**src/rtl/firebird7_in_gate1_tessent_secure_select_reg.sv**
```systemverilog
// Key-protected IJTAG select TDR for the gate1 secure scan mux; mux_select/locked_out update 1 tck after ue.
// Lockout counter and LOCKOUT state are built only when FIREBIRD7_SECURE_SELECT_LOCKOUT_EN is defined.
module firebird7_in_gate1_tessent_secure_select_reg #(
  parameter int                   KEY_WIDTH    = 16,
  parameter logic [KEY_WIDTH-1:0] KEY_VALUE    = 16'hA5C3,
  parameter int                   MAX_ATTEMPTS = 3
) (
  input  logic ijtag_tck,
  input  logic ijtag_reset,
  input  logic ijtag_sel,
  input  logic ijtag_ce,
  input  logic ijtag_se,
  input  logic ijtag_ue,
  input  logic ijtag_si,
  output logic ijtag_so,
  output logic mux_select,
  output logic locked_out
);

  typedef enum logic [1:0] {
    ST_LOCKED   = 2'd0,
    ST_UNLOCKED = 2'd1,
    ST_LOCKOUT  = 2'd2
  } state_e;

  state_e             state_q, state_d;
  logic [KEY_WIDTH:0] shift_reg_q, shift_reg_d;
  logic               mux_select_q, mux_select_d;
  logic [3:0]         attempts;
  logic               locked_out_s;
  logic [6:0]         status;
  logic [KEY_WIDTH+7:0] status_ext;
  logic               key_match;

`ifdef FIREBIRD7_SECURE_SELECT_LOCKOUT_EN
  logic [3:0] attempts_q, attempts_d;
  logic       locked_out_q, locked_out_d;
  logic       last_attempt;

  assign attempts     = attempts_q;
  assign locked_out_s = locked_out_q;
  assign last_attempt = (({1'b0, attempts_q} + 5'd1) == 5'(MAX_ATTEMPTS));
`else
  assign attempts     = 4'd0;
  assign locked_out_s = 1'b0;
`endif

  // Status is zero-extended into the scan segment; the key is never read back.
  assign status     = {attempts, locked_out_s, (state_q == ST_UNLOCKED), mux_select_q};
  assign status_ext = {{(KEY_WIDTH+1){1'b0}}, status};
  assign key_match  = (shift_reg_q[KEY_WIDTH:1] == KEY_VALUE);

  always_comb begin
    shift_reg_d = shift_reg_q;
    if (ijtag_sel && ijtag_ce) begin
      shift_reg_d = status_ext[KEY_WIDTH:0];
    end else if (ijtag_sel && ijtag_se) begin
      shift_reg_d = {ijtag_si, shift_reg_q[KEY_WIDTH:1]};
    end
  end

  always_comb begin
    state_d      = state_q;
    mux_select_d = mux_select_q;
`ifdef FIREBIRD7_SECURE_SELECT_LOCKOUT_EN
    attempts_d   = attempts_q;
    locked_out_d = locked_out_q;
`endif
    if (ijtag_sel && ijtag_ue) begin
      case (state_q)
        ST_LOCKED, ST_UNLOCKED: begin
          // A matching key wins even on the final permitted attempt.
          if (key_match) begin
            state_d      = ST_UNLOCKED;
            mux_select_d = shift_reg_q[0];
`ifdef FIREBIRD7_SECURE_SELECT_LOCKOUT_EN
            attempts_d   = 4'd0;
`endif
          end else begin
            state_d      = ST_LOCKED;
            mux_select_d = 1'b0;
`ifdef FIREBIRD7_SECURE_SELECT_LOCKOUT_EN
            if (attempts_q < 4'(MAX_ATTEMPTS)) begin
              attempts_d = attempts_q + 4'd1;
            end
            if (last_attempt) begin
              state_d      = ST_LOCKOUT;
              locked_out_d = 1'b1;
            end
`endif
          end
        end
        ST_LOCKOUT: begin
          mux_select_d = 1'b0;
        end
        default: begin
          state_d      = ST_LOCKED;
          mux_select_d = 1'b0;
        end
      endcase
    end
  end

  always_ff @(posedge ijtag_tck or negedge ijtag_reset) begin
    if (!ijtag_reset) begin
      state_q      <= ST_LOCKED;
      shift_reg_q  <= '0;
      mux_select_q <= 1'b0;
    end else begin
      state_q      <= state_d;
      shift_reg_q  <= shift_reg_d;
      mux_select_q <= mux_select_d;
    end
  end

`ifdef FIREBIRD7_SECURE_SELECT_LOCKOUT_EN
  always_ff @(posedge ijtag_tck or negedge ijtag_reset) begin
    if (!ijtag_reset) begin
      attempts_q   <= 4'd0;
      locked_out_q <= 1'b0;
    end else begin
      attempts_q   <= attempts_d;
      locked_out_q <= locked_out_d;
    end
  end
`endif

  assign ijtag_so   = shift_reg_q[0];
  assign mux_select = mux_select_q;
  assign locked_out = locked_out_s;

endmodule

```
**config.mk**
```make
export PLATFORM = sky130hd
export DESIGN_NAME = firebird7_in_gate1_tessent_secure_select_reg
export DESIGN_NICKNAME = d
export VERILOG_FILES = /design/src/rtl/firebird7_in_gate1_tessent_secure_select_reg.sv
export SDC_FILE = /design/constraint.sdc
export NUM_CORES = 1
export LEC_CHECK = 0
export BUFFER_PORTS_ARGS = -buffer_cell sky130_fd_sc_hd__buf_2
export CAP_MARGIN = 20
export CELL_PAD_IN_SITES_DETAIL_PLACEMENT = 0
export CELL_PAD_IN_SITES_GLOBAL_PLACEMENT = 1
export CORE_UTILIZATION = 51
export CTS_BUF_LIST = sky130_fd_sc_hd__clkbuf_4 sky130_fd_sc_hd__clkbuf_8
export DETAILED_ROUTE_END_ITERATION = 7
export PLACE_DENSITY = 0.83
export SYNTH_ARGS = -nofsm -noshare
export SYNTH_HDL_FRONTEND = slang
export SYNTH_SLANG_ARGS = --single-unit
```
**constraint.sdc**
```tcl
create_clock -name ijtag_tck -period 2.1 [get_ports ijtag_tck]
set_clock_uncertainty 0.1 [all_clocks]
set_input_delay 0.105 -clock ijtag_tck [delete_from_list [all_inputs] [get_ports ijtag_tck]]
set_output_delay 0.105 -clock ijtag_tck [all_outputs]
set_load 0.05 [all_outputs]
```
==> impl_metrics.yaml <==
sta:
  rsz0062_at_grt: "false"
  fin_setup_tns_ps: 0
  maxSlewViolCount: 0
  min_period_ps: 1286
  setup_viol: 0
  hold_viol_final: 0
  fmax_ghz: 0.7778
  worst_slack_ps: 814.4
  fin_crit_sh: 0.6122
floorplan:
  initial_core_util: 0.5660
  die_w_um: 46.72
  io_pins: 10
  row_count: 15
  core_um2: 1802
  die_h_um: 46.72
  die_area_um2: 2182
worst_setup_path:
  r2r_end: "state_q[0]"
  rrSetupSlack_ps: 810
  critPathMaxFanout: 3
  regToRegStartpoint: "shift_reg_q[15]"
  slowest_stage: "dfrtp_1"
  slowest_delay_ps: 420
  required_ps: 2210
  endpoint: "state_q[0]"
  crit_path_start_kind: "register"
  cp_cell_sequence: "nor4b_1 -> nand4_1 -> o21ai_0"
  crit_type: "reg -> reg"
  crit_path_end_kind: "register"
  arrival_ps: 1390
  cp-startpoint: "shift_reg_q[15]"
  worst-r2r-cell-count: 3
clock_network:
  post_cts_buffers: 0
  clock_latency_ps: 290
  clk_path_buf_depth: 2
  cts_root_buffer: "clkbuf_4"
  htreeDepth: 1
  tritoncts: "yes"
  clk_pin_slew_ps: 110
  cts_sinks: 19
  cts_buffers: 3
final_layout:
  drive_gt1_frac: 0.2300
  finalNonFillerCells: 125
  diodes: 0
  area_growth_pct: 4.908
  fill_cells: 178
  mostFrequentLayoutCells: "o22ai_1 (19), dfrtp_1 (19), inv_1 (16)"
  nets: 108
power:
  p_sw_mw: 0.1857
  p_leak_nw: 0.4404
  seqPwrFrac: 0.568
  p_comb_frac: 0.149
  power.density_nw_per_um2: 646.5
  p_clk_frac: 0.283
  p_int_mw: 0.5058
  switching_share: 0.2686
  ir_worst_vdd_uv: 343.2
routing:
  viasPerCell: 5.872
  dr_total_vias: 734
  first_iter_violations: 14
  wirelength_um: 1896
  drt_first_pass_iters: 3
  drc: 0
  wl_per_cell_um: 15.17
  antenna_left: 0
placement:
  routabilityCongestion: 0.7338
  pre_cts_slack_ps: 794.4
  hpwl_um: 1257
  io_buffers: 8
  dp.cells: 119
global_route:
  grt_start_max_net_pins: 23
  grt_pass1_wl_um: 3111
  antenna_found_initial: 0
  grt_usage: 0.2057
  grt_pass1_vias: 697
  overflow: 0
logic_synthesis:
  postSynthAreaPerCell_um2: 10.73
  netlist_instances: 95
  netlist.area_leader.share: 0.4663
  syn_nets: 102
  synth.cell_area_um2: 1020
  ys_types: 20
  ys_ff_latch: 19
  ys_warn_count: 0
  yosys.area.top_type: "dfrtp_1"
  netlist_top_cells_area: "dfrtp_1 (47%), a2bb2oi_2 (15%), o22ai_1 (12%), inv_1 (5.9%), a2bb2oi_1 (4.3%)"
  yosysSeqAreaShare: 0.4663
hold_path:
  hold_start: "ijtag_si"
  hp-class: "in -> reg"
outcome:
  status: "complete, no violations"
run:
  cap_violations: 0
## kinds of logic (layout without fill, tap and decap cells)
group,Yosys count,in the layout,synth area share
AOI/OAI and AO/OA,38,38,0.3264
other,1,1,0.003677
DFF,19,19,0.4663
buffers and inverters,25,30,0.1288
and+or+nand+nor,12,12,0.07485
## state kept, by name, indices dropped and copies added, names as in the netlist
signal and cells:
shift_reg_q 17, state_q 1, mux_select 1
## routing by layer
metal,share of wire,up-vias,global-route usage
met2,0.48,6,0.3306
met1,0.50,373,0.2889
met4,0.0063,0,0.06857
met5,0,-,0
met3,0.013,2,0.02353
li1,-,353,-
## repair_timing
| action | in CTS | in global routing |
|---|---|---|
| resized for setup | 0 | 0 |
| hold buffers | 1 | 1 |
| endpoints found under the hold margin | 19 | 1 |
## final cells by class
cell class,instances,area (µm²),area share
timing repair buffer,10,60.06,0.05614
clock buffer,4,30.03,0.02807
multi-input combinational,51,412.9,0.3860
sequential,19,475.5,0.4444
tap,25,31.28,0.02924
inverter,16,60.06,0.05614
## through the flow
stage / cell area [µm²] / util / hold slack (ps) / power, mW
final: 1070 / 0.5938 / 22.03 / 0.6916
after global placement: 1020 / 0.5660 / -29.33 / 0.4989
after CTS: 1060 / 0.5882 / 0.5809 / 0.6974
after detailed placement: 1020 / 0.5660 / -32.97 / 0.5009
after global routing: 1070 / 0.5938 / 18.54 / 0.7230
after floorplan: 1020 / - / -290.6 / 0.4825
## Yosys cell counts
master,n
a21oi_1,2
buf_1,1
conb_1,1
nor4b_1,2
a2bb2oi_2,10
a2bb2oi_1,5
and4b_1,2
buf_2,2
nand2_1,5
buf_6,2
inv_1,16
o21ai_0,2
nand4_1,1
clkbuf_1,2
and2_4,1
o22ai_1,19
nand3_1,1
dfrtp_1,19
buf_4,1
buf_12,1
## power groups by stage
| stage | sequential [mW] | clock [mW] | combinational (mW) |
|---|---|---|---|
| floorplan | 0.405 | 0 | 0.0773 |
| global placement | 0.399 | 0 | 0.0996 |
| detailed placement | 0.400 | 0 | 0.101 |
| CTS | 0.393 | 0.202 | 0.102 |
| global route | 0.395 | 0.217 | 0.111 |
| finish | 0.393 | 0.196 | 0.103 |
## how the worst min path moves through the flow
stage                                 end  cells after the start
after CTS                      mux_select                      3
after global placement     shift_reg_q[1]                      1
final                     shift_reg_q[16]                      3
after detailed placement   shift_reg_q[0]                      1
after floorplan                mux_select                      0
after global routing      shift_reg_q[16]                      3
## worst max-delay path: cells and delay by family, from the launching register on
kind / cells / cell delay (ps)
simple gates: 2 / 500
flops: 1 / 420
compound gates: 1 / 180
No activity file was read; power rests on OpenSTA's default activity.
